$ cat config.mk
export PLATFORM = sky130hd
export DESIGN_NAME = model_arbiter
export DESIGN_NICKNAME = d
export VERILOG_FILES = /design/src/rtl/model_arbiter.sv
export SDC_FILE = /design/constraint.sdc
export NUM_CORES = 1
export LEC_CHECK = 0
export CORE_ASPECT_RATIO = 1.4
export CORE_MARGIN = 5
export CORE_UTILIZATION = 33
export CTS_CLUSTER_SIZE = 20
export DETAILED_ROUTE_END_ITERATION = 8
export PLACE_DENSITY = 0.68
export SETUP_SLACK_MARGIN = 0.2
export SYNTH_ARGS = -nofsm -noshare
export SYNTH_HDL_FRONTEND = slang
export SYNTH_SLANG_ARGS = --single-unit
$ cat constraint.sdc
create_clock -name clk -period 2.2 [get_ports clk]
set_input_delay 0.44 -clock clk [delete_from_list [all_inputs] [get_ports clk]]
set_output_delay 0.44 -clock clk [all_outputs]
set_load 0.01 [all_outputs]
$ cat src/rtl/model_arbiter.sv
// model_arbiter: two-requester front end for a single shared fixed-latency
// model resource. One operation is in flight at a time:
// IDLE -> LAUNCH -> WAIT -> RESP -> IDLE.
// Build option: define MODEL_ARBITER_FIXED_PRIO_EN to replace the round-robin
// tie break with fixed priority (requester 0 always wins a tie).
module model_arbiter #(
    parameter int LATENCY = 2,   // res_start to res_o sample, 1..15
    parameter int WIDTH   = 5
) (
    input  logic             clk,
    input  logic             rst_n,
    // requester 0
    input  logic             req0_valid,
    output logic             req0_ready,
    input  logic [WIDTH-1:0] req0_i0,
    input  logic [WIDTH-1:0] req0_i1,
    output logic             rsp0_valid,
    input  logic             rsp0_ready,
    output logic [WIDTH-1:0] rsp0_o0,
    output logic [WIDTH-1:0] rsp0_o1,
    // requester 1
    input  logic             req1_valid,
    output logic             req1_ready,
    input  logic [WIDTH-1:0] req1_i0,
    input  logic [WIDTH-1:0] req1_i1,
    output logic             rsp1_valid,
    input  logic             rsp1_ready,
    output logic [WIDTH-1:0] rsp1_o0,
    output logic [WIDTH-1:0] rsp1_o1,
    // shared resource
    output logic             res_start,
    output logic [WIDTH-1:0] res_i0,
    output logic [WIDTH-1:0] res_i1,
    input  logic [WIDTH-1:0] res_o0,
    input  logic [WIDTH-1:0] res_o1
);

    typedef enum logic [1:0] {
        IDLE   = 2'd0,
        LAUNCH = 2'd1,
        WAIT   = 2'd2,
        RESP   = 2'd3
    } state_t;

    state_t     state_reg;
    state_t     state_next;
    logic       owner_reg;     // requester that owns the in-flight operation
    logic [3:0] count_reg;     // cycles left before the resource result is sampled
    logic       grant;         // requester that would be accepted this IDLE cycle
    logic       accept;        // request handshake this cycle
    logic       sample;        // capture res_o into the owner's response registers

`ifdef MODEL_ARBITER_FIXED_PRIO_EN
    // Fixed priority: requester 1 is only chosen when requester 0 is idle.
    always_comb grant = ~req0_valid;
`else
    logic last_reg;            // requester granted most recently

    // Round-robin: on a tie, the requester not granted most recently wins.
    always_comb begin
        if (req0_valid && req1_valid) begin
            grant = ~last_reg;
        end else begin
            grant = req1_valid;
        end
    end

    // Remember the latest grant; reset value 1 lets requester 0 win the first tie.
    always_ff @(posedge clk or negedge rst_n) begin
        if (!rst_n) begin
            last_reg <= 1'b1;
        end else if (accept) begin
            last_reg <= grant;
        end
    end
`endif

    // Next-state logic and the state-decoded handshake / launch outputs.
    always_comb begin
        state_next = state_reg;
        req0_ready = 1'b0;
        req1_ready = 1'b0;
        rsp0_valid = 1'b0;
        rsp1_valid = 1'b0;
        res_start  = 1'b0;
        accept     = 1'b0;
        sample     = 1'b0;
        case (state_reg)
            IDLE: begin
                req0_ready = req0_valid & ~grant;
                req1_ready = req1_valid & grant;
                accept     = req0_ready | req1_ready;
                if (accept) begin
                    state_next = LAUNCH;
                end
            end
            LAUNCH: begin
                res_start  = 1'b1;
                state_next = WAIT;
            end
            WAIT: begin
                if (count_reg == 4'd0) begin
                    sample     = 1'b1;
                    state_next = RESP;
                end
            end
            RESP: begin
                rsp0_valid = ~owner_reg;
                rsp1_valid = owner_reg;
                if ((!owner_reg && rsp0_ready) || (owner_reg && rsp1_ready)) begin
                    state_next = IDLE;
                end
            end
            default: state_next = IDLE;
        endcase
    end

    // State, operand capture, latency counter and response capture.
    always_ff @(posedge clk or negedge rst_n) begin
        if (!rst_n) begin
            state_reg <= IDLE;
            owner_reg <= 1'b0;
            count_reg <= 4'd0;
            res_i0    <= '0;
            res_i1    <= '0;
            rsp0_o0   <= '0;
            rsp0_o1   <= '0;
            rsp1_o0   <= '0;
            rsp1_o1   <= '0;
        end else begin
            state_reg <= state_next;
            if (accept) begin
                res_i0    <= grant ? req1_i0 : req0_i0;
                res_i1    <= grant ? req1_i1 : req0_i1;
                owner_reg <= grant;
            end
            if (state_reg == LAUNCH) begin
                count_reg <= 4'(LATENCY - 1);
            end else if (state_reg == WAIT && count_reg != 4'd0) begin
                count_reg <= count_reg - 4'd1;
            end
            if (sample) begin
                if (owner_reg) begin
                    rsp1_o0 <= res_o0;
                    rsp1_o1 <= res_o1;
                end else begin
                    rsp0_o0 <= res_o0;
                    rsp0_o1 <= res_o1;
                end
            end
        end
    end

endmodule
==> results of run 1 <==
routing by layer:
| layer | global-route usage [%] | up-vias |
|---|---|---|
| li1 | - | 655 |
| met1 | 12.89 | 614 |
| met2 | 22.85 | 51 |
| met3 | 4.389 | 4 |
| met4 | 3.292 | 0 |
| met5 | 0 | - |
cell type report:
type,instances,share of cell area [%]
Tap cell,66,3.007
Sequential cell,38,34.76
Inverter,7,0.9567
Clock buffer,6,3.007
Timing Repair Buffer,81,28.43
Multi-Input combinational cell,91,28.75
Clock inverter,1,1.093
path summary, 6_finish.rpt:
kind | startpoint | to | cells past startpoint
min in group clk | res_i1[4]$_DFFE_PN0P_ | res_i1[4]$_DFFE_PN0P_ | 2
worst max register to register | count_reg[0]$_DFFE_PN0P_ | state_reg[1]$_DFFE_PN0P_ | 5
worst max-delay path | count_reg[0]$_DFFE_PN0P_ | state_reg[1]$_DFFE_PN0P_ | 5
worst min register to register | res_i1[4]$_DFFE_PN0P_ | res_i1[4]$_DFFE_PN0P_ | 2
max in group asynchronous | rst_n | rsp0_o1[4]$_DFFE_PN0P_ | 2
worst min-delay path | rst_n | rsp1_o1[3]$_DFFE_PN0P_ | 1
kinds of logic (layout without fill, tap and decap cells):
| logic type | count (synthesis) | after routing | synth area share, % |
|---|---|---|---|
| and+or+nand+nor | 27 | 27 | 8.902 |
| buffers and inverters | 12 | 95 | 2.728 |
| AOI/OAI and AO/OA | 25 | 25 | 8.830 |
| muxes | 32 | 32 | 19.89 |
| adders and majority gates | 7 | 7 | 5.025 |
| DFF | 38 | 38 | 54.63 |
power by group through the flow:
| stage | Clock [mW] | Sequential, mW | Combinational (mW) |
|---|---|---|---|
| global route | 0.636 | 1.34 | 1.99 |
| CTS | 0.611 | 1.28 | 1.79 |
| global placement | 0 | 1.27 | 1.75 |
| finish | 0.588 | 1.28 | 1.81 |
| detailed placement | 0 | 1.28 | 1.77 |
| floorplan | 0 | 1.37 | 0.776 |
worst max-delay path, stage by stage (launching register included):
cell	delay (ns)
dfrtp_1	0.41
inv_1	0.12
ha_1	0.16
or3b_4	0.42
a221oi_2	0.35
mux2_2	0.37
Yosys cell counts, drive strengths merged (2+ instances only):
library cell	number	area, um^2
dfrtp	37	925.9
mux2	21	236.5
o21ai	13	65.06
mux2i	11	110.1
nand2	11	41.29
ha	7	87.58
inv	7	26.28
a21oi	5	25.02
clkbuf	3	11.26
nor2	3	11.26
nor3	3	26.28
and2	2	12.51
buf	2	10.01
nor3b	2	15.01
or3	2	12.51
stage by stage:
step	util, %	TNS (ns)	total power, mW	instance area, um^2	hold slack [ns]
2_1_floorplan	-	0	2.142	1743	0.1444
3_3_place_gp	49.77	-0.07223	3.018	2567	0.4617
3_5_place_dp	49.77	-0.09189	3.058	2567	0.4710
4_1_cts	52.34	0	3.681	2700	0.1646
5_1_grt	53.24	0	3.971	2746	0.2017
6_report	53.24	0	3.685	2746	0.1441
what timing repair did:
| action | 4_1_cts | 5_1_grt |
|---|---|---|
| hold endpoints to repair | 0 | 0 |
| buffers inserted | 1 | 1 |
| gates resized for setup | 8 | 12 |
| gates cloned | 0 | 0 |
| setup endpoints to repair | 15 | 12 |
==> impl_metrics.ini, run 1 <==
[outcome]
status = finished clean

[power]
p_int_mw = 2.492
combPwrFrac_pct = 49.2
clockPowerShare_pct = 16.0
swShare_pct = 32.37
p_per_area_nw_per_um2 = 1342
pwr-share-seq_pct = 34.8
p_switching_mw = 1.193
peakVddDrop_mv = 0.6324
p_leak_nw = 1.200

[setup_path]
required_ns = 2.36
r2r_slack_ns = 0.25
start_kind = flip-flop
crit_path_end_kind = flip-flop
crit_type = reg -> reg
path_max_fanout = 4
cp.arrival_ns = 2.11

[routing]
remaining_drc_errors = 0
dr_wl_met3_um = 336
drtIter0Drc = 56
wirelength_um = 3894
dr_total_vias = 1324
met1_length_um = 1485
postRouteAntennaNets = 0
viasPerCell = 4.566
routedWlPerCell_um = 13.43
wl_met2_um = 2048
maxUsedRoutingLayer = met4
drt_first_pass_iters = 4

[clock_network]
cts_made_buffers = 5
clk_path_buf_depth = 2
path_clk_slew_ns = 0.07
cts_tree = done
clock_latency_ns = 0.28
ctsHoldBuffers = 0
h-tree-depth = 2
cts_root_buf = clkbuf_8
clock_sinks = 38

[sta]
max_slew_margin_pct = 61.80
setup_slack_ns = 0.2504
tightest_slew_ns = 0.5730
period_needed_ns = 1.950
setup_viol = 0
layout_worst_path_cycle_share_pct = 88.62
slew_viol_final = 0
skew_ns = 0.007926
max_freq_ghz = 0.5129
hold_violations = 0
rsz0062_at_grt = yes

[placed_design]
gp_congestion = 0.7076
io_buffer_count = 70
dp_hpwl_um = 2994
place_inst = 281
pre_cts_ws_ns = -0.09189

[synthesis]
async_flop_share_pct = 100.0
synth_warnings = 0
synthCells = 141
netlist_area_um2 = 1743
synth.distinct_cells = 28
seq_area_frac_synth_pct = 54.63
synth_ff_type = dfrtp_1
synth-seq-cells = 38
synth_nets = 184
avgSynthCellArea_um2 = 12.36
synth_edf_count = 0

[floorplan]
dieArea_um2 = 6856
io_pins = 71
fp.dieW_um = 71.42
core_um2 = 5159
start_util_pct = 33.79
rows = 31
die_h_um = 95.99

[cells_and_area]
layout-drive-gt1-share_pct = 25.00
num_antenna_cells = 0
stdcell_count = 290
multi_input_area_um2 = 789.5
fillers = 463
ff_latch_area_um2 = 954.7
final_cell_mix = clkdlybuf4s50_1 (64), dfrtp_1 (35), mux2_2 (21)
syn_to_final_growth_pct = 57.57
nets = 267
mostFrequentLayoutCell = clkdlybuf4s50_1

[global_route]
grt_antenna_before_repair = 0
grt_pass1_vias = 1443
grt_pass1_wl_um = 6672
track_usage_pct = 12.25
grt_max_degree = 27
overflow = 0

[job]
drv_cap = 0

[worst_hold_path]
hold_class = in -> async
Note: power is estimated with default switching activity, not from simulation.
==> run 2: changes to the inputs <==
--- a/config.mk
+++ b/config.mk
@@ -7,10 +7,10 @@
 export LEC_CHECK = 0
 export CORE_ASPECT_RATIO = 1.4
 export CORE_MARGIN = 5
-export CORE_UTILIZATION = 33
+export CORE_UTILIZATION = 35
 export CTS_CLUSTER_SIZE = 20
 export DETAILED_ROUTE_END_ITERATION = 8
-export PLACE_DENSITY = 0.68
+export PLACE_DENSITY = 0.71
 export SETUP_SLACK_MARGIN = 0.2
 export SYNTH_ARGS = -nofsm -noshare
 export SYNTH_HDL_FRONTEND = slang
==> run 2 against run 1 <==
  * Die area shrank 5.0%
  * Core utilization grew 2.7 points
  * Global-route usage grew 0.066 points
  * First-iteration DRC count shrank 52%
  * Worst setup slack lost 0.0019 ns
  * Final area shrank 1.5%
  * Via count grew 1.1%
  * Sequential share of layout area grew 0.47 points
  * Power shrank 4.1%
==> impl_metrics.ini, run 2 (same netlist as run 1, synthesis figures left out) <==
[setup_path]
crit_start = state_reg[0]$_DFFE_PN0P_
r2r_start = count_reg[0]$_DFFE_PN0P_
cp.arrival_ns = 1.51
crit_path_end_kind = output port
start_kind = flip-flop
required_ns = 1.76
path_max_fanout = 4
crit_type = reg -> out

[floorplan]
start_util_pct = 35.99
dieArea_um2 = 6511
core_um2 = 4842
fp.dieW_um = 69.64
io_pins = 71
rows = 30
die_h_um = 93.50

[cells_and_area]
fillers = 434
num_antenna_cells = 0
nets = 269
mostFrequentLayoutCell = clkdlybuf4s50_1
final_cell_mix = clkdlybuf4s50_1 (65), dfrtp_1 (36), mux2_2 (21)
syn_to_final_growth_pct = 55.28
layout-drive-gt1-share_pct = 24.78

[sta]
layout_worst_path_cycle_share_pct = 88.70
setup_viol = 0
period_needed_ns = 1.952
skew_ns = 0.003959
max_slew_margin_pct = 62.85
slew_viol_final = 0
rsz0062_at_grt = yes
hold_violations = 0
max_freq_ghz = 0.5124
setup_slack_ns = 0.2485
tightest_slew_ns = 0.5573

[routing]
wirelength_um = 3844
viasPerCell = 4.614
remaining_drc_errors = 0
postRouteAntennaNets = 0
maxUsedRoutingLayer = met4
dr_total_vias = 1338
drt_first_pass_iters = 3
dr_wl_met3_um = 273
met1_length_um = 1412
wl_met2_um = 2119
routedWlPerCell_um = 13.26
drtIter0Drc = 27

[global_route]
overflow = 0
track_usage_pct = 12.32
grt_antenna_before_repair = 0
grt_pass1_wl_um = 6417
grt_pass1_vias = 1321
grt_max_degree = 26

[outcome]
status = finished clean

[power]
peakVddDrop_mv = 0.5332
p_per_area_nw_per_um2 = 1305
p_total_mw = 3.532
p_leak_nw = 1.168

[clock_network]
h-tree-depth = 2
cts_made_buffers = 5
cts_root_buf = clkbuf_8
clk_path_buf_depth = 2
clock_sinks = 38
clock_latency_ns = 0.28
path_clk_slew_ns = 0.07
cts_tree = done

[job]
drv_cap = 0

[placed_design]
io_buffer_count = 70
pre_cts_ws_ns = -0.08478
gp_congestion = 0.7654
dp_hpwl_um = 3118

[worst_hold_path]
hold_class = in -> async
run 2: cell count changes in the layout (fill, tap and decap cells not counted), sizes merged:
cell / before / now
clkbuf: 7 / 6
clkinv: 0 / 2
dlymetal6s2s: 2 / 0
bufinv: 1 / 0
dlygate4sd2: 1 / 2
clkdlybuf4s50: 64 / 65
buf: 12 / 14
run 2: power by group:
part           internal [mW]  switching, mW  leakage (nW)  total [mW]
clock                  0.212          0.225        0.0438       0.438
combinational           1.08          0.764         0.671        1.84
sequential              1.05          0.200         0.453        1.25
total                   2.34           1.19          1.17        3.53
run 2: final timing paths:
| check | end | slack [ns] | cells after the start |
|---|---|---|---|
| max in group asynchronous | owner_reg$_DFFE_PN0P_ | 1.52 | 2 |
| setup / recovery | rsp1_valid | 0.25 | 3 |
| hold / removal | rsp0_o0[4]$_DFFE_PN0P_ | 0.14 | 1 |
| hold reg to reg | res_i1[3]$_DFFE_PN0P_ | 0.48 | 2 |
| setup reg to reg | state_reg[1]$_DFFE_PN0P_ | 0.29 | 5 |
| min in group clk | res_i1[3]$_DFFE_PN0P_ | 0.48 | 2 |
run 2: layout make-up:
| class | count | area [um^2] | area share [%] |
|---|---|---|---|
| Sequential cell | 38 | 953.4 | 35.23 |
| Multi-Input combinational cell | 91 | 782.0 | 28.90 |
| Clock buffer | 5 | 68.82 | 2.543 |
| Clock inverter | 2 | 10.01 | 0.3699 |
| Inverter | 7 | 26.28 | 0.9709 |
| Timing Repair Buffer | 83 | 785.8 | 29.03 |
| Tap cell | 64 | 80.08 | 2.959 |
run 2: per-stage QoR:
| stage | setup TNS, ns | instance area (um^2) | util, % | instances | hold slack (ns) |
|---|---|---|---|---|---|
| after CTS | 0 | 2700 | 55.76 | 290 | 0.1536 |
| final | 0 | 2706 | 55.89 | 290 | 0.1415 |
| after global placement | -0.07644 | 2580 | 53.28 | 281 | 0.4627 |
| after global routing | 0 | 2706 | 55.89 | 290 | 0.1909 |
| after detailed placement | -0.08478 | 2580 | 53.28 | 281 | 0.4681 |
| after floorplan | 0 | 1743 | - | 141 | 0.1444 |
run 2: what timing repair did:
item                       in CTS  in global routing
setup endpoints to repair       5                  3
pin swaps                       0                  1
hold buffers                    0                  0
setup buffers                   2                  0
resized for setup              11                  5
run 2: metal layers:
metal  vias to the layer above  global-route usage (%)
met5                         -                       0
met2                        42                   22.77
met1                       630                   12.98
met4                         0                   4.792
li1                        664                       -
met3                         2                   3.763
run 2: worst max-delay path, stage by stage (launching register included):
cell and delay [ns]:
dfrtp_1 0.37, ha_2 0.22, and2_1 0.13, clkdlybuf4s50_1 0.52
